===== src/rtl/miner_pkg.sv =====
// Shared types and defaults for the miner search controller and nonce counter.
package miner_pkg;

    localparam int DEF_NONCE_W = 32;
    localparam int DEF_HASH_W  = 256;
    localparam int CORES       = 1;

    typedef enum logic [2:0] {
        IDLE      = 3'd0,
        CLEAR     = 3'd1,
        ISSUE     = 3'd2,
        WAIT      = 3'd3,
        COMPARE   = 3'd4,
        FOUND     = 3'd5,
        EXHAUSTED = 3'd6
    } dispatch_state_t;

    function automatic logic [31:0] sat_inc32(input logic [31:0] v);
        if (v == 32'hFFFF_FFFF) begin
            sat_inc32 = v;
        end else begin
            sat_inc32 = v + 32'd1;
        end
    endfunction

endpackage


===== src/rtl/miner_dispatch_ctrl_if.sv =====
// Valid/ready request and done/result return path between the dispatch controller and the hash core.
interface miner_dispatch_ctrl_if #(
    parameter int NONCE_W = 32,
    parameter int HASH_W  = 256
);
    logic               hash_valid;
    logic               hash_ready;
    logic [NONCE_W-1:0] hash_nonce;
    logic               hash_done;
    logic [HASH_W-1:0]  hash_result;

    modport master (
        output hash_valid, hash_nonce,
        input  hash_ready, hash_done, hash_result
    );

    modport slave (
        input  hash_valid, hash_nonce,
        output hash_ready, hash_done, hash_result
    );
endinterface


===== src/rtl/miner_target_cmp.sv =====
// Registered unsigned less-than of a hash result against the target (1-cycle latency).
module miner_target_cmp #(
    parameter int W = 256
) (
    input  logic         clk,
    input  logic         n_rst,
    input  logic         en,
    input  logic [W-1:0] a,
    input  logic [W-1:0] b,
    output logic         lt
);
    logic lt_r;

    // Capture the comparison only when a fresh result arrives
    always_ff @(posedge clk or negedge n_rst) begin
        if (!n_rst) begin
            lt_r <= 1'b0;
        end else if (en) begin
            lt_r <= (a < b);
        end else begin
            lt_r <= lt_r;
        end
    end

    assign lt = lt_r;
endmodule


===== src/rtl/miner_dispatch_ctrl.sv =====
// Nonce search controller: clears/steps the counter, issues nonces to the hash core, checks against target.
// Optional hash-core watchdog enabled by defining MINER_HASH_TIMEOUT_EN.
module miner_dispatch_ctrl
    import miner_pkg::*;
#(
    parameter int NONCE_W        = DEF_NONCE_W,
    parameter int HASH_W         = DEF_HASH_W,
    parameter int TIMEOUT_CYCLES = 1024
) (
    input  logic                  clk,
    input  logic                  n_rst,
    input  logic                  start,
    input  logic                  abort,
    input  logic [HASH_W-1:0]     target,
    output logic                  cnt_clear,
    output logic                  cnt_enable,
    input  logic [NONCE_W-1:0]    nonce,
    input  logic                  nonce_flag,
    miner_dispatch_ctrl_if.master hif,
    output logic                  busy,
    output logic                  found,
    output logic [NONCE_W-1:0]    golden_nonce,
    output logic                  exhausted,
    output logic [31:0]           hash_count
);
    dispatch_state_t     state_r, next_state_s;
    logic [HASH_W-1:0]   target_r;
    logic [NONCE_W-1:0]  hash_nonce_r, golden_nonce_r;
    logic                found_r, exhausted_r, hit_s, start_ok_s;
    logic [31:0]         hash_count_r;
    logic                cnt_clear_s, cnt_enable_s, hash_valid_s, busy_s;

    assign start_ok_s = start && ((state_r == IDLE) || (state_r == FOUND) || (state_r == EXHAUSTED));

    miner_target_cmp #(.W(HASH_W)) u_cmp (
        .clk   (clk),
        .n_rst (n_rst),
        .en    ((state_r == WAIT) && hif.hash_done),
        .a     (hif.hash_result),
        .b     (target_r),
        .lt    (hit_s)
    );

`ifdef MINER_HASH_TIMEOUT_EN
    logic [31:0] wd_cnt_r;
    logic        wd_expired_s;

    assign wd_expired_s = (wd_cnt_r == 32'(TIMEOUT_CYCLES - 1));

    // Watchdog counts consecutive WAIT cycles
    always_ff @(posedge clk or negedge n_rst) begin
        if (!n_rst) begin
            wd_cnt_r <= 32'd0;
        end else if (state_r == WAIT) begin
            wd_cnt_r <= wd_cnt_r + 32'd1;
        end else begin
            wd_cnt_r <= 32'd0;
        end
    end
`else
    logic wd_expired_s;
    logic unused_timeout_s;

    assign wd_expired_s     = 1'b0;
    assign unused_timeout_s = ^TIMEOUT_CYCLES;
`endif

    // State register
    always_ff @(posedge clk or negedge n_rst) begin
        if (!n_rst) begin
            state_r <= IDLE;
        end else begin
            state_r <= next_state_s;
        end
    end

    // Next-state logic; abort overrides every other event
    always_comb begin
        next_state_s = state_r;
        if (abort) begin
            next_state_s = IDLE;
        end else begin
            case (state_r)
                IDLE, FOUND, EXHAUSTED: next_state_s = start ? CLEAR : state_r;
                CLEAR:   next_state_s = ISSUE;
                ISSUE:   next_state_s = hif.hash_ready ? WAIT : ISSUE;
                WAIT: begin
                    if (hif.hash_done) begin
                        next_state_s = COMPARE;
                    end else if (wd_expired_s) begin
                        next_state_s = ISSUE;
                    end else begin
                        next_state_s = WAIT;
                    end
                end
                COMPARE: begin
                    if (hit_s) begin
                        next_state_s = FOUND;
                    end else if (nonce_flag) begin
                        next_state_s = EXHAUSTED;
                    end else begin
                        next_state_s = ISSUE;
                    end
                end
                default: next_state_s = IDLE;
            endcase
        end
    end

    // Output decode from the registered state
    always_comb begin
        cnt_clear_s  = 1'b0;
        cnt_enable_s = 1'b0;
        hash_valid_s = 1'b0;
        busy_s       = 1'b1;
        case (state_r)
            IDLE, FOUND, EXHAUSTED: busy_s = 1'b0;
            CLEAR:   cnt_clear_s  = 1'b1;
            ISSUE:   hash_valid_s = 1'b1;
            WAIT:    busy_s       = 1'b1;
            COMPARE: cnt_enable_s = !hit_s && !nonce_flag;
            default: busy_s       = 1'b0;
        endcase
    end

    // Search results, target latch and the nonce copy under hash
    always_ff @(posedge clk or negedge n_rst) begin
        if (!n_rst) begin
            target_r       <= {HASH_W{1'b0}};
            hash_nonce_r   <= {NONCE_W{1'b0}};
            golden_nonce_r <= {NONCE_W{1'b0}};
            found_r        <= 1'b0;
            exhausted_r    <= 1'b0;
            hash_count_r   <= 32'd0;
        end else if (abort) begin
            found_r     <= 1'b0;
            exhausted_r <= 1'b0;
        end else if (start_ok_s) begin
            target_r       <= target;
            golden_nonce_r <= {NONCE_W{1'b0}};
            found_r        <= 1'b0;
            exhausted_r    <= 1'b0;
            hash_count_r   <= 32'd0;
        end else if (state_r == ISSUE) begin
            hash_nonce_r <= nonce;
        end else if (state_r == COMPARE) begin
            hash_count_r <= sat_inc32(hash_count_r);
            if (hit_s) begin
                found_r        <= 1'b1;
                golden_nonce_r <= hash_nonce_r;
            end else if (nonce_flag) begin
                exhausted_r <= 1'b1;
            end else begin
                found_r <= 1'b0;
            end
        end else begin
            hash_count_r <= hash_count_r;
        end
    end

    // The counter is frozen during ISSUE, so its live value is the nonce on offer
    assign hif.hash_nonce = (state_r == ISSUE) ? nonce : hash_nonce_r;
    assign hif.hash_valid = hash_valid_s;
    assign cnt_clear      = cnt_clear_s;
    assign cnt_enable     = cnt_enable_s;
    assign busy           = busy_s;
    assign found          = found_r;
    assign exhausted      = exhausted_r;
    assign golden_nonce   = golden_nonce_r;
    assign hash_count     = hash_count_r;
endmodule


===== src/flat_wrapper.sv =====
// flat-port wrapper written by rule: the top's interface ports become plain ports
module miner_dispatch_ctrl_flat import miner_pkg::*;
#(
    parameter int NONCE_W        = DEF_NONCE_W,
    parameter int HASH_W         = DEF_HASH_W,
    parameter int TIMEOUT_CYCLES = 1024
)
  (clk, n_rst, start, abort, target, cnt_clear, cnt_enable, nonce, nonce_flag, busy, found, golden_nonce, exhausted, hash_count, hif_hash_valid, hif_hash_nonce, hif_hash_ready, hif_hash_done, hif_hash_result);
  miner_dispatch_ctrl_if #(.NONCE_W(NONCE_W), .HASH_W(HASH_W)) hif_i ();
  input  logic clk;
  input  logic n_rst;
  input  logic start;
  input  logic abort;
  input  logic [HASH_W-1:0] target;
  output logic cnt_clear;
  output logic cnt_enable;
  input  logic [NONCE_W-1:0] nonce;
  input  logic nonce_flag;
  output logic busy;
  output logic found;
  output logic [NONCE_W-1:0] golden_nonce;
  output logic exhausted;
  output logic [31:0] hash_count;
  output wire logic [$bits(hif_i.hash_valid)-1:0] hif_hash_valid;
  output wire logic [$bits(hif_i.hash_nonce)-1:0] hif_hash_nonce;
  input wire logic [$bits(hif_i.hash_ready)-1:0] hif_hash_ready;
  input wire logic [$bits(hif_i.hash_done)-1:0] hif_hash_done;
  input wire logic [$bits(hif_i.hash_result)-1:0] hif_hash_result;
  assign hif_hash_valid = hif_i.hash_valid;
  assign hif_hash_nonce = hif_i.hash_nonce;
  assign hif_i.hash_ready = hif_hash_ready;
  assign hif_i.hash_done = hif_hash_done;
  assign hif_i.hash_result = hif_hash_result;
  miner_dispatch_ctrl #(.NONCE_W(NONCE_W), .HASH_W(HASH_W), .TIMEOUT_CYCLES(TIMEOUT_CYCLES)) u_core (.clk(clk), .n_rst(n_rst), .start(start), .abort(abort), .target(target), .cnt_clear(cnt_clear), .cnt_enable(cnt_enable), .nonce(nonce), .nonce_flag(nonce_flag), .hif(hif_i), .busy(busy), .found(found), .golden_nonce(golden_nonce), .exhausted(exhausted), .hash_count(hash_count));
endmodule

===== config.mk =====
export PLATFORM = sky130hd
export DESIGN_NAME = miner_dispatch_ctrl_flat
export DESIGN_NICKNAME = d
export VERILOG_FILES = /design/src/rtl/miner_pkg.sv /design/src/rtl/miner_dispatch_ctrl_if.sv /design/src/rtl/miner_target_cmp.sv /design/src/rtl/miner_dispatch_ctrl.sv /design/src/flat_wrapper.sv
export SDC_FILE = /design/constraint.sdc
export NUM_CORES = 1
export LEC_CHECK = 0
export ABC_AREA = 1
export CORE_AREA = 2 2 256 258
export DETAILED_ROUTE_END_ITERATION = 8
export DIE_AREA = 0 0 258 260
export PLACE_DENSITY = 0.67
export SLEW_MARGIN = 5
export SYNTH_ARGS = -nofsm -noshare
export SYNTH_HDL_FRONTEND = slang
export SYNTH_HIERARCHICAL = 1
export SYNTH_SLANG_ARGS = --single-unit

===== constraint.sdc =====
create_clock -name clk -period 2.77 [get_ports clk]
set_input_delay 0.277 -clock clk [delete_from_list [all_inputs] [get_ports clk]]
set_output_delay 0.277 -clock clk [all_outputs]
set_load 0.03 [all_outputs]

# Word-level counts from Yosys, hierarchy flattened
# Index checks and enable logic that the tools add are counted.
dict set report word_totals {
  register_bits 358
  output_inout_bits 102
  elab_cells 77
}
dict set report op_classes {
  addsub 1
  magnitude_cmp 1
  n_eq_ne 13
  mux 32
  n_bitwise 2
  n_reduce_logical 20
}
# operator n
set op_table {}
lappend op_table {{$mux W32} 9}
lappend op_table {{$lt A256 B256 Y1} 1}
lappend op_table {{$add A32 B1 Y32 const B} 1}
lappend op_table {{$eq A32 B32 Y1 const B} 1}
lappend op_table {{$mux W1} 17}
lappend op_table {{$mux W3} 5}
lappend op_table {{$pmux W3 S5} 1}
lappend op_table {{$reduce_and A4 Y1} 3}
lappend op_table {{$eq A3 B3 Y1 const B} 3}
lappend op_table {{$eq A3 B2 Y1 const B} 2}
lappend op_table {{$ne A3 B2 Y1 const B} 2}
lappend op_table {{$reduce_bool A3 Y1} 2}
lappend op_table {{$ne A2 B1 Y1 const B} 2}
lappend op_table {{$ne A4 B2 Y1 const B} 1}
lappend op_table {{$reduce_and A2 Y1} 2}
lappend op_table {{$reduce_bool A2 Y1} 2}
lappend op_table {{$reduce_or A4 Y1} 1}
lappend op_table {{$eq A3 B1 Y1 const B} 1}
lappend op_table {{$logic_and A1 B1 Y1} 3}
lappend op_table {{$logic_not A3 Y1} 1}
lappend op_table {{$ne A3 B3 Y1 const B} 1}
lappend op_table {{$reduce_and A3 Y1} 1}
lappend op_table {{$reduce_or A3 Y1} 1}
lappend op_table {{$logic_not A1 Y1} 2}
lappend op_table {{other kinds (2)} 4}

# Logic depth before layout (Yosys ltp)
# Gate-level depths: netlist of run 1.
dict set report depth {
  ltp_word 6
  mapped_depth 19
  mapped_depth_nobuf 19
}

# Modules after synthesis
# The synthesis of run 1 kept the hierarchy.
# module instances cells_each area_per_inst_um2 seq_area_each_um2
set modules_own_cells {}
lappend modules_own_cells {miner_dispatch_ctrl 1 1906 15484.9 8933.6}
lappend modules_own_cells {miner_target_cmp 1 1073 6791.5 25.0}

# Worst setup path before layout of run 1
# Ideal clock, no wire load.
dict set report synth_timing {
  path_kind {flip-flop to output port}
  start {reg u_core.state_r[0]}
  end {out hif_hash_nonce[25]}
  arrival_ns 1.657
  setup_slack_ns 0.836
  stages_incl_launch_ff 7
  path_buffers 2
  cell_sequence {dfrtp_1 -> inv_2 -> nand3_1 -> inv_1 -> buf_2 -> clkbuf_1 -> o21ai_0}
}
dict set report synth_via {
  elab_chain_cells 2
}
# item line_no
set synth_rtl {}
lappend synth_rtl {{start: declaration} miner_dispatch_ctrl.sv:26} ;# dispatch_state_t state_r, next_state_s;
lappend synth_rtl {{start signal: assignment} miner_dispatch_ctrl.sv:73} ;# state_r <= next_state_s;
lappend synth_rtl {{$eq A3 B2 Y1} miner_dispatch_ctrl.sv:162} ;# assign hif.hash_nonce = (state_r == ISSUE) ? nonce : hash_nonce_r;
lappend synth_rtl {{$mux W32} miner_dispatch_ctrl.sv:162}
lappend synth_rtl {{end: declaration} flat_wrapper.sv:25} ;# output wire logic [$bits(hif_i.hash_nonce)-1:0] hif_hash_nonce;
# No other way between the ends.

# Worst setup path in the final report of run 1
dict set report layout_timing {
  start {reg u_core.state_r[2]}
  end {out hif_hash_valid}
}
dict set report layout_via {
  elab_chain_cells 2
}
# item line_no
set layout_rtl {}
lappend layout_rtl {{$eq A3 B2 Y1} miner_dispatch_ctrl.sv:116} ;# case (state_r)
lappend layout_rtl {{$mux W1} miner_dispatch_ctrl.sv:116}
lappend layout_rtl {{end: declaration} flat_wrapper.sv:24} ;# output wire logic [$bits(hif_i.hash_valid)-1:0] hif_hash_valid;
# No other way between the ends.

==> results.cfg, run 1 <==
[routing]
ant_nets = 0
dr.pass1.iters = 8
drcViolationCount = 0
drt_wl_total_um = 77500
drt_iter0_markers = 1329
avgRoutedWirePerCell_um = 17.2
via_count = 21282
vias_per_cell = 4.71

[synthesis]
syn_area_um2 = 22300
synth_nets = 3786
avgSynthCellArea_um2 = 7.48
synthTopCellsByCount = nand2_1, inv_1, dfrtp_1, o21ai_0, ha_1
async_reset_ff_share_pct = 100
synth_cells = 2979
synth_top_area_cell = dfrtp_1
synth.top_cell.area_share_pct = 40.2
yosysMostFrequentCell = nand2_1
synth_edf_count = 0
ys_warn_count = 6
synth_seq_cells = 358
synth_flop_cell = dfrtp_1
netlist-cell-type-count = 44
synthTopCellsByArea = dfrtp_1, nand2_1, ha_1
ys_seq_area_share_pct = 40.2

[critical_path]
worstPathMaxFanout = 66
arrival_ns = 2.27
endpoint_kind = output port
worstSetupPathType = flop to output port
worstPathRequired_ns = 2.49
cp-start-kind = flop

[place]
globalplace.congestion = 0.929
hpwl_um = 58600
io_buffer_count = 652
post-place-ws_ns = 0.0178
dp_cells = 4402

[power]
ir_worst_vdd_mv = 0.482
powerDensity_nw_per_um2 = 899
p_leak_nw = 15.3
total_power_w = 0.0282

[cts]
clkLatencyLatePin_ns = 0.58
clock-root-buffer = clkbuf_16
clockBufferDepth = 3
cts_tree = done
postCtsSetupBuffers = 0
path_clk_slew_ns = 0.06
cts_max_level = 2
cts_buffers = 46
cts.sinks = 358

[die]
initial_utilization_pct = 34.7
pin_count = 653
die_w_um = 258
num_rows = 93
dieHeight_um = 260
fp.dieArea_um2 = 67100
core_region_area_um2 = 64100

[timing]
final_hold_viol_count = 0
fin_ws_ns = 0.222
fmax_mhz = 392
period_minus_slack_ns = 2.55
slew_headroom_pct = 34.5
setup_tns_ns = 0
finClkSkew_ns = 0.0140
slew_violations = 0
finalSetupViolCount = 0
finalCritPeriodShare_pct = 92.0
rsz0062_at_grt = no
tightest_slew_ns = 0.982

[cells_and_area]
drive_above_1_share_pct = 5.23
area_growth_pct = 40.9
finalNonFillerCells = 4517
post-route-util_pct = 49.0
n_fill_cell = 6313
finalNetCount = 4403

[global_routing]
grt_pass1_wl_um = 118000
grt_util_all_layers_pct = 22.6
use_met2_pct = 37.2
top_usage_layer = met2
use_met3_pct = 5.78
use_met1_pct = 28.3
antenna_found_initial = 41
grt_max_degree = 163
grt_pass1_vias = 20927
grt_remaining_overflow = 0

[min_path]
hold_path_class = input pin to asynchronous set/reset pin

[flow_run]
timing.max_cap.violations = 0

[outcome]
outcome = completed
## per-layer routing
layer	part of all wire, %	wire [um]	up-vias
met3	7.2	5590	144
met2	48	36900	652
met5	0.18	143	-
met1	42	32700	9691
met4	2.9	2230	20
li1	-	-	10775
## layout make-up
type,count,area [um^2],area share (%)
sequential,358,8960,28.5
antenna,29,72.6,0.231
inverter,383,1440,4.58
clock inverter,23,309,0.984
tap,855,1070,3.41
clock buffer,62,1350,4.28
timing repair buffer,686,6850,21.8
multi-input combinational,2121,11400,36.2
## worst paths after layout
path                                                           from                             endpoint  slack [ns]  cells after the start
max in group asynchronous                                     n_rst      u_core/target_r[94]$_DFFE_PN0P_        1.66                      4
worst min register to register  u_core/golden_nonce[15]$_DFFE_PN0P_  u_core/golden_nonce[15]$_DFFE_PN0P_        0.48                      2
min in group clk                                              abort        u_core/state_r[2]$_DFFE_PN0P_        0.16                      4
worst max-delay path                  u_core/state_r[2]$_DFFE_PN0P_                       hif_hash_valid        0.22                      5
worst max register to register     u_core/hash_count[1]$_DFFE_PN0P_    u_core/hash_count[22]$_DFFE_PN0P_        0.33                     10
worst min-delay path                                          n_rst     u_core/target_r[238]$_DFFE_PN0P_        0.16                      2
## through the flow
stage | hold slack [ns] | area [um^2]
finish | 0.162 | 31400
global route | 0.176 | 31400
CTS | 0.109 | 31300
detailed placement | 0.187 | 29700
global placement | 0.184 | 29700
floorplan | -0.0186 | 22300
## state kept, by name, indices dropped and copies added, names as in the netlist
name,cells
u_core/target_r,256
u_core/golden_nonce,32
u_core/hash_count,32
u_core/hash_nonce_r,32
u_core/state_r,3
u_core/exhausted,1
u_core/found,1
u_core/u_cmp/lt,1
## layout by cell type (no fill, tap or decap), types with 3 or more instances in the layout
cell | netlist | layout
xor2_1 | 5 | 5
nor2_4 | 4 | 5
o21bai_1 | 5 | 5
o21ai_0 | 353 | 353
nor3_2 | 4 | 4
bufinv_16 | 0 | 7
nand2_2 | 4 | 4
nand2_1 | 1039 | 1039
ha_1 | 256 | 256
nor3_1 | 15 | 15
a21oi_1 | 122 | 122
clkbuf_16 | 0 | 49
nor4_1 | 4 | 4
diode_2 | 0 | 29
o21ai_1 | 13 | 13
clkbuf_8 | 0 | 7
o21a_1 | 5 | 5
buf_12 | 0 | 11
or2_2 | 3 | 3
clkinv_2 | 0 | 10
nor2_2 | 7 | 6
nor2_1 | 141 | 141
clkinvlp_4 | 0 | 3
nand3_2 | 4 | 3
nand3_1 | 83 | 83
clkdlybuf4s50_1 | 0 | 617
clkbuf_1 | 58 | 6
inv_2 | 10 | 10
inv_1 | 373 | 373
nand4_1 | 24 | 24
dfrtp_1 | 358 | 358
nand3b_1 | 4 | 4
buf_4 | 3 | 54
o211ai_1 | 5 | 5
## what timing repair did
action	4_1_cts	5_1_grt
hold buffers	1	0
setup endpoints to repair	1	0
endpoints found under the hold margin	97	0
resized for setup	1	0
## where the power goes
group	switching (W)	internal, W	total, W
registers	0.00130	0.00761	0.00891
logic	0.00777	0.00498	0.0127
clock network	0.00251	0.00406	0.00657
total	0.0116	0.0166	0.0282
## cell families after synthesis
group / after synthesis / share of synthesized area [%]
fa+ha+maj: 256 / 14.4
xor+xnor: 7 / 0.275
compound gates: 515 / 11.9
buf+inv: 500 / 8.87
flops: 358 / 40.2
simple gates: 1343 / 24.4
## critical path: stages (launching register included)
cell and delay (ns):
dfrtp_1 0.42, inv_2 0.11, nand3_1 0.09, inv_1 0.10, buf_12 0.25, clkdlybuf4s50_1 0.72
Power figures use the tool's default switching activity.
==> inputs of run 2 (changes only) <==
--- a/config.mk
+++ b/config.mk
@@ -9,7 +9,7 @@
 export CORE_AREA = 2 2 256 258
 export DETAILED_ROUTE_END_ITERATION = 8
 export DIE_AREA = 0 0 258 260
-export PLACE_DENSITY = 0.67
+export PLACE_DENSITY = 0.73
 export SLEW_MARGIN = 5
 export SYNTH_ARGS = -nofsm -noshare
 export SYNTH_HDL_FRONTEND = slang
==> run 2 against run 1 <==
Design area fell by 0.65%. Die area is the same. Wire length fell by 1.6%. Clock power down 11%. Global-route usage shrank 0.42 points. Register-to-register slack barely moved. Worst setup slack lost 0.015 ns. Non-clock buffer count rose by 6. Clock skew down 0.0023 ns. Total power decreased by 1.7%. Clock-buffer cell count down 2. Critical path type unchanged. Highest routed layer unchanged.
==> results.cfg, run 2 (synthesized netlist as in run 1, its figures left out) <==
[cells_and_area]
multi_input_area_um2 = 11400
seq_area_um2 = 8960
largest_register_ff_count = 256
final_common_cell = nand2_1
final_area_um2 = 31200
finalNetCount = 4406
n_fill_cell = 6143
drive_above_1_share_pct = 5.10
area_growth_pct = 40.0
top_register = u_core/target_r
mostFrequentLayoutCells = nand2_1, clkdlybuf4s50_1, inv_1

[global_routing]
antenna_found_initial = 13
grt_util_all_layers_pct = 22.2
grt_max_degree = 173
grt_pass1_vias = 21031
grt_pass1_wl_um = 117000
grt_remaining_overflow = 0

[timing]
period_minus_slack_ns = 2.56
finalSetupViolCount = 0
final_hold_viol_count = 0
tightest_slew_ns = 0.952
fmax_mhz = 390
rsz0062_at_grt = no
slew_headroom_pct = 36.5
setup_tns_ns = 0
slew_violations = 0
finalCritPeriodShare_pct = 92.5
hold_ws_ns = 0.0508
finClkSkew_ns = 0.0117

[critical_path]
cp.buffers_inverters = 4
reg2reg_depth = 14
crit_cells = 5
endpoint_kind = output port
max_stage_delay_ns = 0.72
cp_slowest_cell = clkdlybuf4s50_1
cp-start-kind = flop
arrival_ns = 2.29
critPathTopFamily = buffers and inverters
cp_cell_sequence = inv_2 -> nand3_1 -> inv_1 -> buf_12 -> clkdlybuf4s50_1
worstPathRequired_ns = 2.49
worstSetupPathType = flop to output port
worstPathMaxFanout = 66

[place]
dpl_cell_area_um2 = 29700
io_buffer_count = 652
globalplace.congestion = 0.915
hpwl_um = 58000

[cts]
cts_tree = done
cts_max_level = 2
clock-root-buffer = clkbuf_16
clkLatencyLatePin_ns = 0.56
postCtsSetupBuffers = 0
path_clk_slew_ns = 0.06
cts_buffers = 43
clockBufferDepth = 3
cts.sinks = 358

[min_path]
hold_depth = 3
hold_path_class = input pin to flop

[die]
pin_count = 653
core_region_area_um2 = 64100
num_rows = 93
initial_utilization_pct = 34.7
dieHeight_um = 260
fp.dieArea_um2 = 67100
die_w_um = 258

[power]
p_leak_nw = 15.2
powerDensity_nw_per_um2 = 890
ir_worst_vdd_mv = 0.444

[routing]
ant_nets = 0
vias_per_cell = 4.77
avgRoutedWirePerCell_um = 17.0
drcViolationCount = 0
drt_wl_total_um = 76200
drt_iter0_markers = 1587
via_count = 21422
dr.pass1.iters = 5

[flow_run]
timing.max_cap.violations = 0

[outcome]
outcome = completed
## run 2: cell count changes in the layout (fill, tap and decap cells not counted), sizes merged
cell      previous run  this run
buf                 67        73
clkinvlp             3         1
clkbuf              62        60
inv                385       383
diode               29        10
bufinv               7         4
## run 2: stage by stage
stage,total power [W],utilization (%),instances,setup slack (ns)
floorplan,0.0171,-,2979,0.836
global placement,0.0216,46.3,4408,0.0961
detailed placement,0.0220,46.3,4408,0.0426
CTS,0.0280,48.6,4485,0.162
global route,0.0302,48.6,4494,0.0511
finish,0.0278,48.6,4495,0.207
## run 2: power by group
| group | switching [W] | internal, W |
|---|---|---|
| Combinational | 0.00797 | 0.00501 |
| Clock | 0.00231 | 0.00352 |
| Sequential | 0.00134 | 0.00761 |
## run 2: area by class of cell
class,count,area share [%]
timing repair buffer,692,22.1
inverter,383,4.61
clock buffer,60,4.02
antenna,10,0.0802
sequential,358,28.7
tap,855,3.43
clock inverter,16,0.598
multi-input combinational,2121,36.4
## run 2: per-layer routing
metal	global-route usage [%]	vias to the layer above	part of all wire, %
met5	0	-	0.066
met4	7.77	8	3.2
met3	4.39	131	6.4
met2	38.0	655	48
met1	27.9	9865	43
li1	-	10763	-
## run 2: timing repair
item / CTS / global route
setup endpoints to repair: 1 / 0
endpoints found under the hold margin: 66 / 0
hold buffers: 1 / 0
resized for setup: 1 / 0
## run 2: worst min-delay path, stage by stage
cell and delay (ns):
buf_6 0.14, o21ai_0 0.10, nand2_1 0.06
## run 2: worst paths after layout
kind,start,endpoint,slack (ns)
worst max-delay path,u_core/state_r[0]$_DFFE_PN0P_,hif_hash_valid,0.21
worst min-delay path,abort,u_core/target_r[214]$_DFFE_PN0P_,0.05
worst max register to register,u_core/target_r[105]$_DFFE_PN0P_,u_core/u_cmp/lt$_DFFE_PN0P_,0.34
worst min register to register,u_core/golden_nonce[29]$_DFFE_PN0P_,u_core/golden_nonce[29]$_DFFE_PN0P_,0.47
max in group asynchronous,n_rst,u_core/target_r[107]$_DFFE_PN0P_,1.57
min in group asynchronous,n_rst,u_core/target_r[242]$_DFFE_PN0P_,0.35
==> inputs of run 3 (changes only) <==
==> constraint.sdc (replaced) <==
create_clock -name clk -period 2.77 [get_ports clk]
set_input_delay 0.277 -clock clk [delete_from_list [all_inputs] [get_ports clk]]
set_output_delay 0.277 -clock clk [all_outputs]
set_load 0.1 [all_outputs]
==> run 3 against run 2 <==
Sequential cell count is the same. Highest routed layer unchanged. Largest power group unchanged. Critical endpoint is now hif_hash_nonce[26]. Worst setup slack improved by 0.082 ns. Global-route usage rose by 0.30 points.
==> results.cfg, run 3 (synthesized netlist as in run 1, its figures left out) <==
[outcome]
outcome = completed

[critical_path]
endpoint_kind = output port
max_stage_delay_ns = 0.48
r2r-start = u_core/target_r[47]$_DFFE_PN0P_
worstPathMaxFanout = 66
cp_cell_sequence = inv_2 -> nand3_1 -> inv_1 -> buf_12 -> o21ai_0 -> buf_12
timing.rr.end = u_core/u_cmp/lt$_DFFE_PN0P_
cp-start-kind = flop
worstPathRequired_ns = 2.49
reg2reg_depth = 12
cp_slowest_cell = o21ai_0
rrSetupSlack_ns = 0.39
worstSetupPathType = flop to output port
arrival_ns = 2.20
cp_common_cell = buf_12

[die]
dieHeight_um = 260
core_region_area_um2 = 64100
pin_count = 653
die_w_um = 258
initial_utilization_pct = 34.7
fp.dieArea_um2 = 67100
num_rows = 93

[global_routing]
grt_remaining_overflow = 0
grt_max_degree = 161
grt_util_all_layers_pct = 22.5
grt_pass1_vias = 21350
grt_pass1_wl_um = 118000
antenna_found_initial = 26

[routing]
drcViolationCount = 0
via_count = 21691
avgRoutedWirePerCell_um = 17.1
drt_wl_total_um = 77200
drt_iter0_markers = 1511
vias_per_cell = 4.81
ant_nets = 0
dr.pass1.iters = 8

[cells_and_area]
drive_above_1_share_pct = 7.12
largest_register_ff_count = 256
area_growth_pct = 41.6
finalNetCount = 4411
top_register = u_core/target_r
mostFrequentLayoutCells = nand2_1, clkdlybuf4s50_1, inv_1
n_fill_cell = 6064
final_common_cell = nand2_1
final_area_um2 = 31500

[timing]
finalCritPeriodShare_pct = 89.6
finClkSkew_ns = 0.0214
fmax_mhz = 403
tightest_slew_ns = 1.02
slew_violations = 0
final_hold_viol_count = 0
finalSetupViolCount = 0
rsz0062_at_grt = no
slew_headroom_pct = 32.2
period_minus_slack_ns = 2.48

[power]
ir_worst_vdd_mv = 0.552
p_leak_nw = 15.5
internal-power_w = 0.0170
swShare_pct = 46.6
total_power_w = 0.0319
comb_power_share_pct = 52.8
power.switching_w = 0.0149
seqPwrFrac_pct = 28.0
p_clk_share_pct = 19.3
powerDensity_nw_per_um2 = 1010

[place]
io_buffer_count = 652
hpwl_um = 58700
globalplace.congestion = 0.934
dpl_cell_area_um2 = 30000

[cts]
cts_hold_buf = 1
postCtsSetupBuffers = 0
cts_tree = done
clockBufferDepth = 3
path_clk_slew_ns = 0.06
cts.sinks = 358
clkLatencyLatePin_ns = 0.57
cts_resized = 0
cts_max_level = 2
cts_buffers = 45
clock-root-buffer = clkbuf_16

[min_path]
hold_depth = 3
min_to = u_core/target_r[185]$_DFFE_PN0P_
hold_path_class = input pin to flop
min_from = abort

[flow_run]
timing.max_cap.violations = 0
[run 3: how the worst max path moves through the flow]
stage	from	to	cells after the start
floorplan	u_core/state_r[0]$_DFFE_PN0P_	u_core/hash_nonce_r[25]$_DFFE_PN0N_	8
global placement	hif_hash_result[63]	u_core/u_cmp/lt$_DFFE_PN0P_	13
detailed placement	hif_hash_result[191]	u_core/u_cmp/lt$_DFFE_PN0P_	13
CTS	u_core/state_r[0]$_DFFE_PN0P_	hif_hash_nonce[26]	6
global route	u_core/hash_count[0]$_DFFE_PN0P_	u_core/hash_count[14]$_DFFE_PN0P_	10
finish	u_core/state_r[0]$_DFFE_PN0P_	hif_hash_nonce[26]	6
[run 3: worst max-delay path: cells and delay by family (launching register included)]
kind / cells / cell delay (ns)
compound gates: 1 / 0.48
buf+inv: 4 / 0.59
simple gates: 1 / 0.10
flops: 1 / 0.44
[run 3: power by group through the flow]
| stage | clock (W) | sequential (W) | combinational [W] |
|---|---|---|---|
| finish | 0.00615 | 0.00892 | 0.0168 |
| global route | 0.00649 | 0.00923 | 0.0186 |
| CTS | 0.00628 | 0.00891 | 0.0169 |
| detailed placement | 0 | 0.00898 | 0.0168 |
| global placement | 0 | 0.00889 | 0.0164 |
| floorplan | 0 | 0.0104 | 0.00969 |
[run 3: layout make-up]
type                            instances  area, um^2  area share, %
Multi-Input combinational cell       2121       11400           36.0
Sequential cell                       358        8960           28.4
Timing Repair Buffer                  695        7150           22.7
Inverter                              383        1440           4.56
Clock buffer                           70        1370           4.35
Tap cell                              855        1070           3.39
Clock inverter                         11         165          0.524
Antenna cell                           15        37.5          0.119
[run 3: stage by stage]
stage | worst slack [ns] | TNS, ns | util, % | std cells | hold slack, ns
finish | 0.289 | 0 | 49.2 | 4508 | 0.0700
CTS | 0.250 | 0 | 49.1 | 4493 | 0.0258
floorplan | -0.619 | -12.29 | - | 2979 | -0.0186
global placement | 0.0818 | 0 | 46.7 | 4411 | 0.297
global route | 0.100 | 0 | 49.2 | 4506 | 0.0510
detailed placement | 0.0967 | 0 | 46.7 | 4411 | 0.287
[run 3: routing by layer]
metal / track usage (%) / vias to the layer above / share of wire (%)
met2: 38.1 / 756 / 47
met5: 0 / - / 0.20
met4: 8.57 / 22 / 3.5
met1: 28.1 / 9975 / 42
met3: 4.87 / 169 / 7.1
li1: - / 10769 / -
